==> src/rtl/uart_transmitter_controller.sv <==
// Captures register-file read data and ALU results into two slots and serialises them
// as byte frames to a UART transmitter through a valid/busy handshake.
module uart_transmitter_controller #(
    parameter int DATA_WIDTH     = 8,
    parameter int RESULT_WIDTH   = 16,
    parameter int ACCEPT_TIMEOUT = 15
) (
    input  logic                    clk,
    input  logic                    reset,
    input  logic [DATA_WIDTH-1:0]   register_file_read_data,
    input  logic                    register_file_read_data_valid,
    input  logic [RESULT_WIDTH-1:0] ALU_result,
    input  logic                    ALU_result_valid,
    input  logic                    transmitter_busy,
    output logic [DATA_WIDTH-1:0]   transmitter_parallel_data,
    output logic                    transmitter_parallel_data_valid,
    output logic                    controller_busy,
    output logic                    overflow
);

    localparam int NUM_BYTES = RESULT_WIDTH / DATA_WIDTH;
    localparam int IDX_W     = (NUM_BYTES > 1) ? $clog2(NUM_BYTES) : 1;
    localparam int TMO_W     = $clog2(ACCEPT_TIMEOUT);

    typedef enum logic [1:0] {IDLE, SEND, WAIT_ACCEPT, WAIT_DONE} state_t;

    state_t                  state_q, state_d;
    logic                    sel_alu_q, sel_alu_d;
    logic [IDX_W-1:0]        idx_q, idx_d;
    logic [TMO_W-1:0]        tmo_q, tmo_d;
    logic [DATA_WIDTH-1:0]   tx_data_q, tx_data_d;
    logic                    tx_valid_q, tx_valid_d;
    logic                    rd_pend_q, rd_pend_d;
    logic                    alu_pend_q, alu_pend_d;
    logic [DATA_WIDTH-1:0]   rd_data_q, rd_data_d;
    logic [RESULT_WIDTH-1:0] alu_data_q, alu_data_d;
    logic                    ovf_q, ovf_d;
    logic [DATA_WIDTH-1:0]   cur_byte;
    logic                    last_byte;

    always_ff @(posedge clk) begin
        if (reset) begin
            state_q    <= IDLE;
            sel_alu_q  <= 1'b0;
            idx_q      <= '0;
            tmo_q      <= '0;
            tx_data_q  <= '0;
            tx_valid_q <= 1'b0;
            rd_pend_q  <= 1'b0;
            alu_pend_q <= 1'b0;
            rd_data_q  <= '0;
            alu_data_q <= '0;
            ovf_q      <= 1'b0;
        end else begin
            state_q    <= state_d;
            sel_alu_q  <= sel_alu_d;
            idx_q      <= idx_d;
            tmo_q      <= tmo_d;
            tx_data_q  <= tx_data_d;
            tx_valid_q <= tx_valid_d;
            rd_pend_q  <= rd_pend_d;
            alu_pend_q <= alu_pend_d;
            rd_data_q  <= rd_data_d;
            alu_data_q <= alu_data_d;
            ovf_q      <= ovf_d;
        end
    end

    assign cur_byte  = sel_alu_q ? alu_data_q[int'(idx_q)*DATA_WIDTH +: DATA_WIDTH] : rd_data_q;
    assign last_byte = !sel_alu_q || (idx_q == IDX_W'(NUM_BYTES - 1));

    always_comb begin
        state_d    = state_q;
        sel_alu_d  = sel_alu_q;
        idx_d      = idx_q;
        tmo_d      = tmo_q;
        tx_data_d  = tx_data_q;
        tx_valid_d = 1'b0;
        rd_pend_d  = rd_pend_q;
        alu_pend_d = alu_pend_q;
        rd_data_d  = rd_data_q;
        alu_data_d = alu_data_q;
        ovf_d      = ovf_q;

        // A slot stays pending until its last byte completes, so pending alone marks it occupied.
        if (register_file_read_data_valid) begin
            if (!rd_pend_q) begin
                rd_data_d = register_file_read_data;
                rd_pend_d = 1'b1;
            end else begin
                ovf_d = 1'b1;
            end
        end
        if (ALU_result_valid) begin
            if (!alu_pend_q) begin
                alu_data_d = ALU_result;
                alu_pend_d = 1'b1;
            end else begin
                ovf_d = 1'b1;
            end
        end

        case (state_q)
            IDLE: begin
                if (rd_pend_q || alu_pend_q) begin
                    sel_alu_d = !rd_pend_q;
                    idx_d     = '0;
                    state_d   = SEND;
                end
            end
            SEND: begin
                if (!transmitter_busy) begin
                    tx_data_d  = cur_byte;
                    tx_valid_d = 1'b1;
                    tmo_d      = '0;
                    state_d    = WAIT_ACCEPT;
                end
            end
            WAIT_ACCEPT: begin
                if (transmitter_busy) begin
                    state_d = WAIT_DONE;
                end else if (tmo_q == TMO_W'(ACCEPT_TIMEOUT - 1)) begin
                    state_d = SEND;
                end else begin
                    tmo_d = tmo_q + 1'b1;
                end
            end
            WAIT_DONE: begin
                if (!transmitter_busy) begin
                    if (last_byte) begin
                        if (sel_alu_q) alu_pend_d = 1'b0;
                        else           rd_pend_d  = 1'b0;
                        state_d = IDLE;
                    end else begin
                        idx_d   = idx_q + 1'b1;
                        state_d = SEND;
                    end
                end
            end
            default: state_d = IDLE;
        endcase
    end

    assign transmitter_parallel_data       = tx_data_q;
    assign transmitter_parallel_data_valid = tx_valid_q;
    assign controller_busy                 = rd_pend_q || alu_pend_q || (state_q != IDLE);
    assign overflow                        = ovf_q;

endmodule
==> config.mk <==
export PLATFORM = sky130hd
export DESIGN_NAME = uart_transmitter_controller
export DESIGN_NICKNAME = d
export VERILOG_FILES = /design/src/rtl/uart_transmitter_controller.sv
export SDC_FILE = /design/constraint.sdc
export NUM_CORES = 1
export LEC_CHECK = 0
export CAP_MARGIN = 5
export CORE_MARGIN = 10
export CORE_UTILIZATION = 40
export DETAILED_ROUTE_END_ITERATION = 10
export PLACE_DENSITY = 0.66
export SLEW_MARGIN = 0
export SYNTH_ARGS = -nofsm -noshare
export SYNTH_HDL_FRONTEND = slang
export SYNTH_SLANG_ARGS = --single-unit
==> constraint.sdc <==
create_clock -name clk -period 2.4 [get_ports clk]
set_clock_uncertainty 0.15 [all_clocks]
set_input_delay 0.48 -clock clk [delete_from_list [all_inputs] [get_ports clk]]
set_output_delay 0.48 -clock clk [all_outputs]
set_load 0.005 [all_outputs]
==> results.cfg <==
[sta]
hold_violations = 0
rsz0062_at_grt = false
max_freq_mhz = 440
finalSetupTns_ns = 0
maxSlewHeadroom = 0.608
period_share = 0.948
slew_violations = 0
hold_slack_ns = 0.305
worst_pin_slew_ns = 0.588
final-setup-viol-count = 0
layout_min_cycle_time_ns = 2.27

[cts]
cts_max_level = 2
cts.sinks = 44
insertion_delay_ns = 0.29
clkTransAtPathRegs_ns = 0.08
cts_made_buffers = 5
cts_hold_buffers = 0
cts_tree = done
cts-resized-gates = 0
root_buffer = clkbuf_8
post_cts_buffers = 0
clockBufferDepth = 2

[worst_setup_path]
reg2reg_depth = 3
cp-startpoint = state_q[1]
r2r-start = state_q[1]
crit_path_end = controller_busy
cp_data_required_time_ns = 1.77
critPathLaunchType = flop
r2r_slack_ns = 0.69
cp-end-kind = output pin
cp_data_arrival_time_ns = 1.64
reg2reg_to = tmo_q[3]
critPathKind = flop to output pin
cp_max_fo = 11

[logic_synthesis]
yosysTopAreaCell = dfxtp_1
ys_ff_latch = 44
synth.distinct_cells = 30
synth_edf_count = 0
synth_top_area_frac = 0.479
yosysSeqAreaShare = 0.479
yosysMostFrequentCell = dfxtp_1
synth_ff_type = dfxtp_1
synth_fp_nets = 248
synth-async-reset-ratio = 0
netlist_instances = 217
yosys-top-cells-area = dfxtp_1 (48%), mux2i_1 (8.7%), nand2_1 (8.6%)
syn-cell-area_mm2 = 0.00184
ys_warn_count = 0
synth_common_cells = dfxtp_1 (44), nand2_1 (42), a21oi_1 (30)
postSynthAreaPerCell_um2 = 8.47

[run]
maxCapViolations = 0

[routing]
vias = 1517
wl_per_cell_um = 13.3
drt_wl_total_mm = 4.02
first_pass_iters = 4
drc = 0
drt_iter0_drc = 116
viasPerCell = 5.02
ant_nets = 0

[global_route]
grt_max_degree = 44
grt_pass1_vias = 1552
grt_first_pass_wirelength_mm = 6.92
grt_overflow = 0
antenna_found_initial = 0
grt_util_all_layers = 0.111

[floorplanning]
dieArea_mm2 = 0.00771
die_h_um = 87.8
fp-row-count = 24
core_mm2 = 0.00441
pin_count = 40
die_w_um = 87.8
initial_core_util = 0.416

[placement]
portBuffers = 39
dp_hpwl_mm = 2.83
gp_congestion = 0.769

[finish]
diodes = 0
num-fill-cells = 446
nNetsFinal = 281
drive_gt1_frac = 0.0480
syn_to_final_growth_pct = 27.5

[hold_path]
hp-class = flop to flop

[power]
p_leak_uw = 0.000825
totalPowerFinal_uw = 1460
pwr_density_cell_mw_per_mm2 = 622
peakVddDrop_mv = 0.257

[outcome]
run_status = finished clean
[power by group]
| part | switching (uW) | internal (uW) | total [uW] |
|---|---|---|---|
| combinational | 95.9 | 117 | 213 |
| sequential | 33.6 | 770 | 804 |
| clock | 243 | 197 | 440 |
| total | 373 | 1080 | 1460 |
[layout by cell type (no fill, tap or decap)]
cell / netlist / routed
nor4_1: 1 / 1
nand3_1: 3 / 3
clkdlybuf4s50_1: 0 / 39
o21bai_1: 1 / 1
a211oi_1: 1 / 1
o21ai_0: 1 / 1
nor3b_1: 1 / 1
dfxtp_1: 44 / 44
nor2b_1: 3 / 3
a311oi_1: 1 / 1
ha_1: 2 / 2
buf_4: 0 / 4
mux2i_1: 16 / 16
nand2_1: 42 / 42
a21oi_1: 30 / 30
clkbuf_8: 0 / 5
or3_1: 3 / 3
inv_1: 4 / 4
clkinv_2: 0 / 1
o211ai_1: 2 / 2
and3b_1: 1 / 1
a211o_1: 9 / 9
o31ai_1: 2 / 2
a41oi_1: 1 / 1
a31oi_1: 2 / 2
or3b_1: 2 / 2
nor2_1: 21 / 21
buf_12: 0 / 1
a221oi_1: 1 / 1
clkinvlp_4: 0 / 1
nand2b_1: 2 / 2
and3_1: 1 / 1
nor3_1: 2 / 2
[worst min path at each step]
| stage | to | cells after the start | slack, ns | from |
|---|---|---|---|---|
| after floorplan | alu_data_q[0] | 2 | 0.29 | alu_data_q[0] |
| after global placement | alu_data_q[13] | 2 | 0.29 | alu_data_q[13] |
| after detailed placement | alu_data_q[12] | 2 | 0.30 | alu_data_q[12] |
| after CTS | alu_data_q[12] | 2 | 0.31 | alu_data_q[12] |
| after global routing | alu_data_q[14] | 2 | 0.32 | alu_data_q[14] |
| final | alu_data_q[1] | 2 | 0.31 | alu_data_q[1] |
[area by class of cell]
cell class / count / area (um2) / area share
multi-input combinational: 151 / 861 / 0.367
clock inverter: 2 / 12.5 / 0.00534
inverter: 4 / 15.0 / 0.00641
tap: 52 / 65.1 / 0.0278
sequential: 44 / 881 / 0.376
clock buffer: 5 / 68.8 / 0.0294
timing repair buffer: 44 / 440 / 0.188
[layer usage]
layer	vias to the layer above	GRT usage	share of wire
met5	-	0	0
met4	0	0.0478	0.015
met3	6	0.0353	0.044
met2	30	0.175	0.44
met1	677	0.135	0.50
li1	804	-	-
[metrics by stage]
step	setup slack (ns)	area, um2	utilization	std cells
3_5_place_dp	0.223	2260	0.512	295
3_3_place_gp	0.257	2260	0.512	295
6_report	0.126	2340	0.531	302
5_1_grt	0.00295	2340	0.531	302
4_1_cts	0.112	2340	0.531	302
2_1_floorplan	0.775	1840	-	217
[worst max-delay path: stages (launching register included)]
cell and delay [ns]:
dfxtp_1 0.41, nor4_1 0.43, inv_1 0.07, clkdlybuf4s50_1 0.45
[cells by family after synthesis]
logic type	synth area share
simple gates	0.195
compound gates	0.173
flops	0.479
buf+inv	0.0524
mux	0.0871
fa+ha+maj	0.0136
[sequential cells by signal, summed over array words and instances, names as in the netlist]
name / cells
transmitter_parallel_data_valid: 1
tmo_q: 4
overflow: 1
alu_data_q: 16
alu_pend_q: 1
rd_pend_q: 1
idx_q: 1
sel_alu_q: 1
state_q: 2
rd_data_q: 8
transmitter_parallel_data: 8
No activity file was read; power rests on OpenSTA's default activity.
==> variant 1, RTL diff (same settings) <==
`ACCEPT_TIMEOUT`: 15 -> 16.
--- a/src/rtl/uart_transmitter_controller.sv
+++ b/src/rtl/uart_transmitter_controller.sv
@@ -5,3 +5,3 @@
     parameter int RESULT_WIDTH   = 16,
-    parameter int ACCEPT_TIMEOUT = 15
+    parameter int ACCEPT_TIMEOUT = 16
 ) (
Formal check against the unedited RTL: no difference found for any inputs over 10 cycles, from zero or initial values and one cycle with reset high; that may be too few to reach the edited logic, so the function may still have changed.
==> variant 1 against the original RTL <==
- wire length up 1.5%
- setup slack better by 0.024 ns
- area after synthesis down 0.88%
- hold slack better by 0.0022 ns
- sequential cell count unchanged
- non-clock buffer count unchanged
- power up 10%
- sequential share of layout area down 0.38 points
- cell area up 1.0%
- critical endpoint unchanged
- highest routed layer unchanged
==> variant 1: results <==
synthesis:
  asyncSetResetFlopFracSynth_pct: 0
  synth_top_cells_by_area: "sky130_fd_sc_hd__dfxtp_1, sky130_fd_sc_hd__mux2i_1, sky130_fd_sc_hd__nand2_1"
  synth_compound_gate_area_share_pct: 17.4
  synth-adder-area-share_pct: 0.687
  mux_contribution_to_synthesized_area_pct: 8.79
  yosysSeqAreaShare_pct: 48.4
  combinational_family_with_the_most_area_after_synthesis: "simple AND/OR/NAND/NOR gates"
  number_of_library_cell_types_mapped_by_synthesis: 30
  synth.net_count: 245
  post_synthesis_xor_xnor_area_fraction_pct: 0
  post_synth_most_frequent_cells: "sky130_fd_sc_hd__dfxtp_1, sky130_fd_sc_hd__nand2_1, sky130_fd_sc_hd__a21oi_1, sky130_fd_sc_hd__nor2_1, sky130_fd_sc_hd__mux2i_1"
  synthFlopType: "sky130_fd_sc_hd__dfxtp_1"
  synth-warning-count: 0
routing:
  route.vias.total: 1519
  route.final.wire_length_mm: 4.08
  iter_0_drt_violations: 65
  detail_route.first_pass.iterations: 6
cts:
  htree_num_levels: 2
  cts_inserted_buffers: 5
  cts_root_buf: "sky130_fd_sc_hd__clkbuf_8"
  cts-resized-gates: 0
  clk_path_buf_depth: 2
  clk_pin_slew_worst_paths_ns: 0.08
  clk_latency_ns: 0.30
  cts.repair_timing.setup_buffer_count: 0
cells_and_area:
  max_reg_flops: 16
  fillerInstances: 424
  diode_insertion_count_for_antenna_repair: 0
  final_net_count: 278
  registers.top_by_ff_count: "alu_data_q"
  final_layout_size_suffix_gt1_share_pct: 5.22
placed_design:
  cell_area_placed_um2: 2250
  finalWeightedCongestion: 0.725
  detailedPlacementHpwl_mm: 2.82
  io_buffers: 39
global_routing:
  number_of_antenna_violations_at_the_first_check_in_global_routing: 0
  track_usage_pct: 10.9
  maximum_number_of_pins_on_one_net_before_global_route_repair: 44
  global_route_wire_length_before_repair_mm: 6.76
worst_setup_path:
  timing.critical_path.fanout_max: 11
  crit_arrival_ns: 1.62
hold_path:
  min-delay-path-class: "reg -> reg"
sta:
  tightest_slew_ns: 0.578
  finalHoldViolCount: 0
run_status:
  outcome: "finished, final reports clean"
power:
  worst_ir_drop_vdd_mv: 0.311
  power.static_leakage_nw: 0.840
[variant 1: final timing paths]
check	start	endpoint	slack, ns	depth (start not counted)
min	alu_data_q[13]$_SDFFE_PP0P_	alu_data_q[13]$_SDFFE_PP0P_	0.31	2
max reg2reg	state_q[1]$_SDFFE_PP0P_	tmo_q[3]$_SDFFE_PP0P_	0.68	3
max	state_q[1]$_SDFFE_PP0P_	controller_busy	0.15	3
min reg2reg	alu_data_q[13]$_SDFFE_PP0P_	alu_data_q[13]$_SDFFE_PP0P_	0.31	2
[variant 1: per-layer routing]
layer / vias up / GRT usage [%] / share of wire [%]
met5: - / 0 / 0
met4: 0 / 5.22 / 1.8
met3: 8 / 4.12 / 6.6
met2: 38 / 16.7 / 44
met1: 671 / 13.2 / 48
li1: 802 / - / -
[variant 1: power by group]
group | total [W] | leakage, nW | internal (W) | switching (W)
clock | 0.000591 | 0.0614 | 0.000340 | 0.000251
combinational | 0.000214 | 0.418 | 0.000117 | 0.0000972
sequential | 0.000803 | 0.360 | 0.000770 | 0.0000332
total | 0.00161 | 0.840 | 0.00123 | 0.000381
[variant 1: per-stage QoR]
stage | instances | util [%] | total power, W | setup WS [ns] | hold slack [ns]
finish | 301 | 54.0 | 0.00161 | 0.150 | 0.307
global placement | 293 | 51.2 | 0.00103 | 0.261 | 0.292
CTS | 301 | 54.0 | 0.00163 | 0.138 | 0.309
floorplan | 215 | - | 0.000939 | 0.775 | 0.286
detailed placement | 293 | 51.2 | 0.00104 | 0.234 | 0.297
global route | 301 | 54.0 | 0.00169 | 0.0725 | 0.325
[variant 1: kinds of logic (layout without fill, tap and decap cells)]
group / Yosys count / after routing
and+or+nand+nor: 82 / 82
DFF: 44 / 44
muxes: 16 / 16
adders and majority gates: 1 / 1
AOI/OAI and AO/OA: 51 / 51
buffers and inverters: 21 / 55
[variant 1: area by class of cell]
type,instances,share of cell area [%]
Tap cell,52,2.75
Sequential cell,44,37.2
Inverter,3,0.476
Timing Repair Buffer,44,18.6
Multi-Input combinational cell,150,35.8
Clock inverter,2,1.64
Clock buffer,6,3.49
[variant 1: critical path, cell delays in order, from the launching register on]
cell and delay, ns:
sky130_fd_sc_hd__dfxtp_1 0.41, sky130_fd_sc_hd__nor4_1 0.39, sky130_fd_sc_hd__inv_1 0.07, sky130_fd_sc_hd__clkdlybuf4s50_1 0.46
==> variant 2, RTL diff (same settings) <==
Made on the original files. Register the input `register_file_read_data` before use. The logic sees it one clock later. The other inputs are not delayed to match.
--- a/src/rtl/uart_transmitter_controller.sv
+++ b/src/rtl/uart_transmitter_controller.sv
@@ -25,2 +25,8 @@
     typedef enum logic [1:0] {IDLE, SEND, WAIT_ACCEPT, WAIT_DONE} state_t;
+
+    logic [DATA_WIDTH-1:0] register_file_read_data_q;
+
+    always_ff @(posedge clk) begin
+        register_file_read_data_q <= register_file_read_data;
+    end
 
@@ -87,3 +93,3 @@
             if (!rd_pend_q) begin
-                rd_data_d = register_file_read_data;
+                rd_data_d = register_file_read_data_q;
                 rd_pend_d = 1'b1;
Formal check against the unedited RTL: not equivalent (Yosys sat finds a counterexample within 4 cycles, from zero or initial values and one cycle with reset high).
==> variant 2 against the original RTL <==
- cell area increased by 11%
- power increased by 12%
- count of clock-buffer cells in the layout increased by 1
- die area increased by 9.3%
- setup slack improved by 0.10 ns
- synthesized cell count increased by 3.7%
- area after synthesis increased by 12%
- sequential cell count increased by 8
- sequential share of layout area increased by 2.5 points
- wire length increased by 8.3%
- via count increased by 5.8%
- critical endpoint unchanged
- largest cell class unchanged
==> variant 2: results <==
placed_design:
  finalWeightedCongestion: 0.830
  cell_area_placed_um2: 2510
  io_buffers: 39
  detailedPlacementHpwl_mm: 3.23
cells_and_area:
  final_net_count: 292
  max_reg_flops: 16
  fillerInstances: 480
  final_layout_size_suffix_gt1_share_pct: 11.5
sta:
  slew-limit-headroom_pct: 61.0
worst_setup_path:
  timing.critical_path.fanout_max: 10
  crit_arrival_ns: 1.54
  timing.critical_path.slowest_stage_cell: "sky130_fd_sc_hd__dfxtp_1"
  r2r-start: "tmo_q[0]$_SDFFE_PP0P_"
  critical-path-max-stage-delay_ns: 0.51
global_routing:
  global_route_wire_length_before_repair_mm: 7.28
  first_global_vias: 1540
  number_of_antenna_violations_at_the_first_check_in_global_routing: 0
  maximum_number_of_pins_on_one_net_before_global_route_repair: 22
  track_usage_pct: 10.4
routing:
  route.vias.total: 1605
  detail_route.first_pass.iterations: 5
  wire_length_per_cell_after_detailed_routing_um: 13.1
  iter_0_drt_violations: 97
synthesis:
  synth.net_count: 256
  synth_top_cells_by_area: "sky130_fd_sc_hd__dfxtp_1, sky130_fd_sc_hd__mux2i_1, sky130_fd_sc_hd__a21oi_1"
  post_synth_most_frequent_cells: "sky130_fd_sc_hd__dfxtp_1, sky130_fd_sc_hd__nand2_1, sky130_fd_sc_hd__nor2_1, sky130_fd_sc_hd__a21oi_1, sky130_fd_sc_hd__mux2i_1"
  number_of_library_cell_types_mapped_by_synthesis: 36
  yosysSeqAreaShare_pct: 50.5
cts:
  cts_root_buf: "sky130_fd_sc_hd__clkbuf_8"
  htree_num_levels: 2
  clk_latency_ns: 0.29
  cts.repair_timing.setup_buffer_count: 0
power:
  worst_ir_drop_vdd_mv: 0.392
  power.static_leakage_nw: 0.925
  switching_power_w: 0.000400
run_status:
  outcome: "finished, final reports clean"
hold_path:
  min_from: "alu_data_q[4]$_SDFFE_PP0P_"
-- variant 2: layout make-up --
type	instances	area (um^2)	area share (%)
sequential	52	1040	40.1
multi-input combinational	155	931	35.9
timing repair buffer	46	443	17.1
tap	70	87.6	3.38
clock buffer	6	72.6	2.80
clock inverter	2	16.3	0.627
inverter	1	3.75	0.145
-- variant 2: cell families (layout without fill, tap and decap cells) --
logic type / Yosys count / in the layout / synth area share (%)
adders and majority gates: 2 / 2 / 1.21
and+or+nand+nor: 88 / 88 / 19.7
AOI/OAI and AO/OA: 48 / 48 / 15.8
buffers and inverters: 18 / 55 / 4.37
DFF: 52 / 52 / 50.5
muxes: 17 / 17 / 8.49
-- variant 2: final timing paths --
path | endpoint | slack, ns | cells past startpoint
setup / recovery | controller_busy | 0.23 | 3
setup reg to reg | tmo_q[0]$_SDFFE_PP0P_ | 0.56 | 6
hold reg to reg | alu_data_q[4]$_SDFFE_PP0P_ | 0.31 | 2
hold / removal | alu_data_q[4]$_SDFFE_PP0P_ | 0.31 | 2
-- variant 2: worst max-delay path, delay by kind of cell (launching register included) --
kind | cells | cell delay [ns]
simple gates | 2 | 0.23
flops | 1 | 0.51
buf+inv | 1 | 0.51
-- variant 2: power groups by stage --
stage / Combinational (W) / Clock (W) / Sequential [W]
floorplan: 0.000136 / 0 / 0.000947
global placement: 0.000220 / 0 / 0.000954
detailed placement: 0.000223 / 0 / 0.000954
CTS: 0.000224 / 0.000495 / 0.000935
global route: 0.000247 / 0.000529 / 0.000941
finish: 0.000220 / 0.000477 / 0.000934
-- variant 2: stage by stage --
| step | power, W | cells | utilization (%) | hold slack, ns | worst slack [ns] |
|---|---|---|---|---|---|
| detailed placement | 0.00118 | 324 | 49.7 | 0.297 | 0.325 |
| global placement | 0.00117 | 324 | 49.7 | 0.293 | 0.372 |
| finish | 0.00163 | 332 | 51.5 | 0.306 | 0.226 |
| floorplan | 0.00108 | 225 | - | 0.286 | 0.672 |
| global route | 0.00172 | 332 | 51.5 | 0.327 | 0.106 |
| CTS | 0.00165 | 332 | 51.5 | 0.309 | 0.193 |
-- variant 2: per-layer routing --
layer,share of wire [%],vias up,GRT usage (%)
met1,46,742,12.9
met4,0.37,0,2.31
li1,-,836,-
met2,47,25,16.6
met5,0,-,0
met3,6.6,2,4.07
